<file path="src/rtl/harmonic_mix_sequencer_if.sv">
// Bus between the harmonic mix sequencer, the sine/level RAMs, the Fraction scaler and the mix sink.
// The harmonic_limit signal exists only when HARMONIC_LIMIT_EN is defined.
interface harmonic_mix_sequencer_if #(
  parameter int unsigned IDX_BITS     = 6,
  parameter int unsigned DIVISOR_BITS = 7
);
  logic                    sample_tick;
  logic [IDX_BITS-1:0]     level_addr;
  logic [DIVISOR_BITS-1:0] level_data;
  logic [IDX_BITS-1:0]     sine_addr;
  logic [15:0]             sine_data;
  logic                    frac_clear;
  logic                    frac_start;
  logic [DIVISOR_BITS-1:0] frac_multiple;
  logic [15:0]             frac_in;
  logic                    frac_done;
  logic [31:0]             frac_accumulator;
  logic [31:0]             mix_out;
  logic                    mix_valid;
  logic                    busy;
  logic                    overrun;
  logic                    overrun_clear;
`ifdef HARMONIC_LIMIT_EN
  logic [IDX_BITS-1:0]     harmonic_limit;
`endif

  // Sequencer side
  modport master (
    input  sample_tick, level_data, sine_data, frac_done, frac_accumulator, overrun_clear,
`ifdef HARMONIC_LIMIT_EN
    input  harmonic_limit,
`endif
    output level_addr, sine_addr, frac_clear, frac_start, frac_multiple, frac_in,
    output mix_out, mix_valid, busy, overrun
  );

  // Environment side: RAMs, scaler and mix consumer
  modport slave (
    output sample_tick, level_data, sine_data, frac_done, frac_accumulator, overrun_clear,
`ifdef HARMONIC_LIMIT_EN
    output harmonic_limit,
`endif
    input  level_addr, sine_addr, frac_clear, frac_start, frac_multiple, frac_in,
    input  mix_out, mix_valid, busy, overrun
  );
endinterface

</file>
<file path="src/rtl/harmonic_mix_sequencer.sv">
// Walks all harmonics once per sample tick, driving one shared Fraction scaler, and latches the mix.
// Optional macro HARMONIC_LIMIT_EN adds a per-frame harmonic count limit sampled in CLEAR.
module harmonic_mix_sequencer #(
  parameter int unsigned HARMONICS    = 64,
  parameter int unsigned IDX_BITS     = 6,
  parameter int unsigned DIVISOR_BITS = 7
) (
  input logic                   clk_i,
  input logic                   rst_i,
  harmonic_mix_sequencer_if.master bus
);
  localparam logic [IDX_BITS-1:0] LastIdx = IDX_BITS'(HARMONICS - 1);

  typedef enum logic [3:0] {
    StIdle, StClear, StAddr, StCapture, StIssue, StArm, StWait, StNext, StFinish
  } state_e;

  state_e                  state_q;
  logic [IDX_BITS-1:0]     idx_q;
  logic [IDX_BITS-1:0]     limit_q;
  logic                    frac_clear_q;
  logic                    frac_start_q;
  logic [DIVISOR_BITS-1:0] frac_multiple_q;
  logic [15:0]             frac_in_q;
  logic [31:0]             mix_out_q;
  logic                    mix_valid_q;
  logic                    busy_q;
  logic                    overrun_q;

  always_ff @(posedge clk_i or posedge rst_i) begin
    if (rst_i) begin
      state_q         <= StIdle;
      idx_q           <= '0;
      limit_q         <= '0;
      frac_clear_q    <= 1'b0;
      frac_start_q    <= 1'b0;
      frac_multiple_q <= '0;
      frac_in_q       <= '0;
      mix_out_q       <= '0;
      mix_valid_q     <= 1'b0;
      busy_q          <= 1'b0;
      overrun_q       <= 1'b0;
    end else begin
      frac_clear_q <= 1'b0;
      frac_start_q <= 1'b0;
      mix_valid_q  <= 1'b0;

      // A tick in any non-idle state (FINISH included) is an overrun; set beats clear.
      if (bus.sample_tick && (state_q != StIdle)) begin
        overrun_q <= 1'b1;
      end else if (bus.overrun_clear) begin
        overrun_q <= 1'b0;
      end

      unique case (state_q)
        StIdle: begin
          if (bus.sample_tick) begin
            state_q      <= StClear;
            frac_clear_q <= 1'b1;
            busy_q       <= 1'b1;
          end
        end
        StClear: begin
          idx_q   <= '0;
`ifdef HARMONIC_LIMIT_EN
          limit_q <= (bus.harmonic_limit > LastIdx) ? LastIdx : bus.harmonic_limit;
`else
          limit_q <= LastIdx;
`endif
          state_q <= StAddr;
        end
        StAddr: state_q <= StCapture;
        StCapture: begin
          frac_multiple_q <= bus.level_data;
          frac_in_q       <= bus.sine_data;
          if (bus.level_data == '0) begin
            state_q <= StNext;
          end else begin
            state_q      <= StIssue;
            frac_start_q <= 1'b1;
          end
        end
        StIssue: state_q <= StArm;
        StArm:   state_q <= StWait;
        StWait: begin
          if (bus.frac_done) state_q <= StNext;
        end
        StNext: begin
          if (idx_q == limit_q) begin
            state_q     <= StFinish;
            mix_out_q   <= bus.frac_accumulator;
            mix_valid_q <= 1'b1;
          end else begin
            idx_q   <= idx_q + 1'b1;
            state_q <= StAddr;
          end
        end
        StFinish: begin
          state_q <= StIdle;
          busy_q  <= 1'b0;
        end
        default: state_q <= StIdle;
      endcase
    end
  end

  assign bus.level_addr    = idx_q;
  assign bus.sine_addr     = idx_q;
  assign bus.frac_clear    = frac_clear_q;
  assign bus.frac_start    = frac_start_q;
  assign bus.frac_multiple = frac_multiple_q;
  assign bus.frac_in       = frac_in_q;
  assign bus.mix_out       = mix_out_q;
  assign bus.mix_valid     = mix_valid_q;
  assign bus.busy          = busy_q;
  assign bus.overrun       = overrun_q;
endmodule

</file>
<file path="src/flat_wrapper.sv">
// flat-port wrapper written by rule: the top's interface ports become plain ports
module harmonic_mix_sequencer_flat 
#(
  parameter int unsigned HARMONICS    = 64,
  parameter int unsigned IDX_BITS     = 6,
  parameter int unsigned DIVISOR_BITS = 7
)
  (clk_i, rst_i, bus_sample_tick, bus_level_data, bus_sine_data, bus_frac_done, bus_frac_accumulator, bus_overrun_clear, bus_level_addr, bus_sine_addr, bus_frac_clear, bus_frac_start, bus_frac_multiple, bus_frac_in, bus_mix_out, bus_mix_valid, bus_busy, bus_overrun);
  harmonic_mix_sequencer_if #(.IDX_BITS(IDX_BITS), .DIVISOR_BITS(DIVISOR_BITS)) bus_i ();
  input logic clk_i;
  input logic rst_i;
  input wire logic [$bits(bus_i.sample_tick)-1:0] bus_sample_tick;
  input wire logic [$bits(bus_i.level_data)-1:0] bus_level_data;
  input wire logic [$bits(bus_i.sine_data)-1:0] bus_sine_data;
  input wire logic [$bits(bus_i.frac_done)-1:0] bus_frac_done;
  input wire logic [$bits(bus_i.frac_accumulator)-1:0] bus_frac_accumulator;
  input wire logic [$bits(bus_i.overrun_clear)-1:0] bus_overrun_clear;
  output wire logic [$bits(bus_i.level_addr)-1:0] bus_level_addr;
  output wire logic [$bits(bus_i.sine_addr)-1:0] bus_sine_addr;
  output wire logic [$bits(bus_i.frac_clear)-1:0] bus_frac_clear;
  output wire logic [$bits(bus_i.frac_start)-1:0] bus_frac_start;
  output wire logic [$bits(bus_i.frac_multiple)-1:0] bus_frac_multiple;
  output wire logic [$bits(bus_i.frac_in)-1:0] bus_frac_in;
  output wire logic [$bits(bus_i.mix_out)-1:0] bus_mix_out;
  output wire logic [$bits(bus_i.mix_valid)-1:0] bus_mix_valid;
  output wire logic [$bits(bus_i.busy)-1:0] bus_busy;
  output wire logic [$bits(bus_i.overrun)-1:0] bus_overrun;
  assign bus_i.sample_tick = bus_sample_tick;
  assign bus_i.level_data = bus_level_data;
  assign bus_i.sine_data = bus_sine_data;
  assign bus_i.frac_done = bus_frac_done;
  assign bus_i.frac_accumulator = bus_frac_accumulator;
  assign bus_i.overrun_clear = bus_overrun_clear;
  assign bus_level_addr = bus_i.level_addr;
  assign bus_sine_addr = bus_i.sine_addr;
  assign bus_frac_clear = bus_i.frac_clear;
  assign bus_frac_start = bus_i.frac_start;
  assign bus_frac_multiple = bus_i.frac_multiple;
  assign bus_frac_in = bus_i.frac_in;
  assign bus_mix_out = bus_i.mix_out;
  assign bus_mix_valid = bus_i.mix_valid;
  assign bus_busy = bus_i.busy;
  assign bus_overrun = bus_i.overrun;
  harmonic_mix_sequencer #(.HARMONICS(HARMONICS), .IDX_BITS(IDX_BITS), .DIVISOR_BITS(DIVISOR_BITS)) u_core (.clk_i(clk_i), .rst_i(rst_i), .bus(bus_i));
endmodule
</file>
<file path="config.mk">
export PLATFORM = sky130hd
export DESIGN_NAME = harmonic_mix_sequencer_flat
export DESIGN_NICKNAME = d
export VERILOG_FILES = /design/src/rtl/harmonic_mix_sequencer_if.sv /design/src/rtl/harmonic_mix_sequencer.sv /design/src/flat_wrapper.sv
export SDC_FILE = /design/constraint.sdc
export NUM_CORES = 1
export LEC_CHECK = 0
export CORE_MARGIN = 2
export CORE_UTILIZATION = 30
export CTS_BUF_LIST = sky130_fd_sc_hd__clkbuf_2 sky130_fd_sc_hd__clkbuf_4 sky130_fd_sc_hd__clkbuf_8
export CTS_CLUSTER_DIAMETER = 80
export DETAILED_ROUTE_END_ITERATION = 8
export PLACE_DENSITY = 0.63
export REMOVE_ABC_BUFFERS = 1
export SYNTH_ARGS = -nofsm -noshare
export SYNTH_HDL_FRONTEND = slang
export SYNTH_SLANG_ARGS = --single-unit
</file>
<file path="constraint.sdc">
create_clock -name clk_i -period 2.88 [get_ports clk_i]
set_input_delay 0.576 -clock clk_i [delete_from_list [all_inputs] [get_ports clk_i]]
set_output_delay 0.576 -clock clk_i [all_outputs]
set_load 0.05 [all_outputs]
</file>
==> metrics.txt <==
Peak supply drop 0.000565 V; Starting Density 31.1%; actual slew at the worst max-slew pin 0.527 ns; dpl hpwl 4720 um; register area share after synthesis 61.2%; CTS sink count 71; # diodes 0; Vias/cell 4.46; max cap viols 0; Critical Path Max Stage Delay 0.53 ns; pwr dens 1250 nW/um2; count leader, synth dfrtp_1; Max Fclk 433 MHz; clock-pin transition on the worst setup and hold timing paths 0.06 ns; Slowest-stage cell, CP or4_1; top cell type's share of synthesized area 61.2%; Die Area 10500 um2; CTS tree yes; slew margin rel. 64.7%; area delta synth->final 54.8%; final-report hold violation count 0; status complete, no violations; Crit Path Class in2reg; initial antenna violation count 0; Hold Startpoint u_core.bus.mix_out[16]$_DFFE_PP0P_; Hold Crit Class reg2reg; Post-CTS Repair Setup Buffers 0; layout cell share with drive strength beyond 1 15.0%; commonest cells in the synthesized netlist dfrtp_1 (71), mux2_1 (29), mux2_2 (27); gpl congestion 0.730; post_cts resized 0; asr flop ratio synth 100%; worst path cell trace clkdlybuf4s50_1 > or4_1 > o41ai_1 > nor2_1 > a2111oi_0; Setup crit start kind primary input; YS warnings 0; Crit Reg-Reg Endpoint u_core.bus.mix_out[12]$_DFFE_PP0P_; GR Overflow Total 0; Core Area 9330 um2; Clock Path Buffers 2; total power draw 5.61 mW; Die Ht 102 um; Setup TNS Final 0 ns; Reg2Reg Setup Slack 0.67 ns; Layout fillers 863; Total Wirelength 6440 um; Post-DRT Antenna Nets 0; synth top area cells dfrtp_1 (61%), mux2_1 (11%), mux2_2 (10%); Worst Reg2Reg Path Length in Cells 5; Most used DFF post-synth dfrtp_1; Cell Rows 35; CP max FO 2; Total GRT Usage 12.3%; R2R Path Start u_core.bus.level_addr[3]$_DFFE_PP0P_; Critical Path RT 3.05 ns; EDFF count, synth 0; Post-Synthesis Cells 206; Worst Setup End Kind flop; Netlist cell types 35; clk_skew 0.0105 ns; hold path depth 1; H-tree depth 3; WHS Endpoint u_core.bus.mix_out[16]$_DFFE_PP0P_; Slew Limit Fails 0; Mapped Area 2900 um2; final period utilization 80.2%; Seq cells post-synth 71; Post-DP Area 4350 um2; leak pwr 1.88 nW; Synth area leader dfrtp_1; global-route wire length before repair 9860 um; RSZ-0062 raised after global routing false; Boundary Pins 132; CTS Buf Count 9; arrival time at the worst endpoint 2.48 ns; Vias 2092; vias in the first global route 2081; drt wl/cell 13.7 um; crit path time final 2.31 ns; number of setup violations in the final report 0; Post-CTS Hold Buffers 0; largest net degree at the start of global routing 44; chip width 102 um; Skew-Pair Late Insertion Delay 0.33 ns; I/O Buffers 131; Clk Tree Root Cell clkbuf_8; Residual DRC 0; syn_area_per_cell 14.1 um2; worst slack on hold paths 0.484 ns; Initial DRT Pass Iterations 4; Initial DRC Count 22; nets 398; Design Area, Final 4500 um2
==> power by group <==
group	switching [mW]	leakage, nW	internal [mW]
logic	2.05	0.924	1.21
registers	0.271	0.875	1.44
clock network	0.344	0.0805	0.296
==> cell type report <==
| type | count | area, um2 | area share [%] |
|---|---|---|---|
| Sequential cell | 71 | 1780 | 39.5 |
| Timing Repair Buffer | 136 | 1390 | 30.8 |
| Multi-Input combinational cell | 115 | 1010 | 22.4 |
| Tap cell | 129 | 161 | 3.59 |
| Clock buffer | 9 | 124 | 2.75 |
| Clock inverter | 5 | 27.5 | 0.612 |
| Inverter | 4 | 15.0 | 0.334 |
==> cell families (layout without fill, tap and decap cells) <==
| logic type | after synthesis | after routing | share of synthesized area, % |
|---|---|---|---|
| buffers and inverters | 20 | 154 | 4.35 |
| DFF | 71 | 71 | 61.2 |
| AOI/OAI and AO/OA | 12 | 12 | 3.15 |
| xor gates and xnor gates | 3 | 3 | 0.905 |
| and+or+nand+nor | 43 | 43 | 8.27 |
| adders and majority gates | 1 | 1 | 0.431 |
| muxes | 56 | 56 | 21.7 |
==> state kept, by name, summed over array words and instances (netlist names), 4 cells and up <==
name,count
u_core.state_q,4
u_core.bus.mix_out,32
u_core.bus.level_addr,6
u_core.bus.frac_in,16
u_core.bus.frac_multiple,7
==> stage by stage <==
stage               utilization (%)  worst slack, ns  cells
finish                         48.2            0.569    469
global route                   48.2            0.336    469
CTS                            48.2            0.578    469
detailed placement             46.6            0.305    455
global placement               46.6            0.425    455
floorplan                         -           -0.140    190
==> critical path, delay by kind of cell <==
kind / cells / cell delay (ns)
buffers and inverters: 1 / 0.41
AND/OR/NAND/NOR: 2 / 0.64
AO/OA/AOI/OAI: 2 / 0.85
==> cell usage in the layout, fill, tap and decap left out, types with 3 or more instances in the layout <==
cell and instances:
a21oi_1 3, buf_12 3, clkbuf_8 9, clkdlybuf4s50_1 131, clkinv_2 4, dfrtp_1 71
inv_1 3, mux2_1 29, mux2_2 27, nand2_1 8, nor2_1 9, nor2b_1 3
o21ai_0 3, or3_1 5, xnor2_1 3
==> routing by layer <==
layer	up-vias	track usage, %	share of wire (%)
li1	981	-	-
met1	1010	14.3	42
met2	94	20.8	47
met3	7	4.31	9.1
met4	0	5.23	0.99
met5	-	0	0
==> worst max path at each step <==
| stage | start | endpoint | slack (ns) | cells past startpoint |
|---|---|---|---|---|
| finish | bus_level_data[3] | u_core.state_q[0]$_DFFE_PP0P_ | 0.57 | 5 |
| global route | bus_level_data[4] | u_core.state_q[0]$_DFFE_PP0P_ | 0.34 | 5 |
| CTS | bus_level_data[3] | u_core.state_q[0]$_DFFE_PP0P_ | 0.58 | 5 |
| detailed placement | bus_level_data[3] | u_core.state_q[0]$_DFFE_PP0P_ | 0.30 | 5 |
| global placement | bus_level_data[3] | u_core.state_q[0]$_DFFE_PP0P_ | 0.43 | 5 |
| floorplan | u_core.bus.level_addr[3]$_DFFE_PP0P_ | u_core.bus.mix_out[11]$_DFFE_PP0P_ | -0.14 | 4 |
Note: power is estimated with default switching activity, not from simulation.
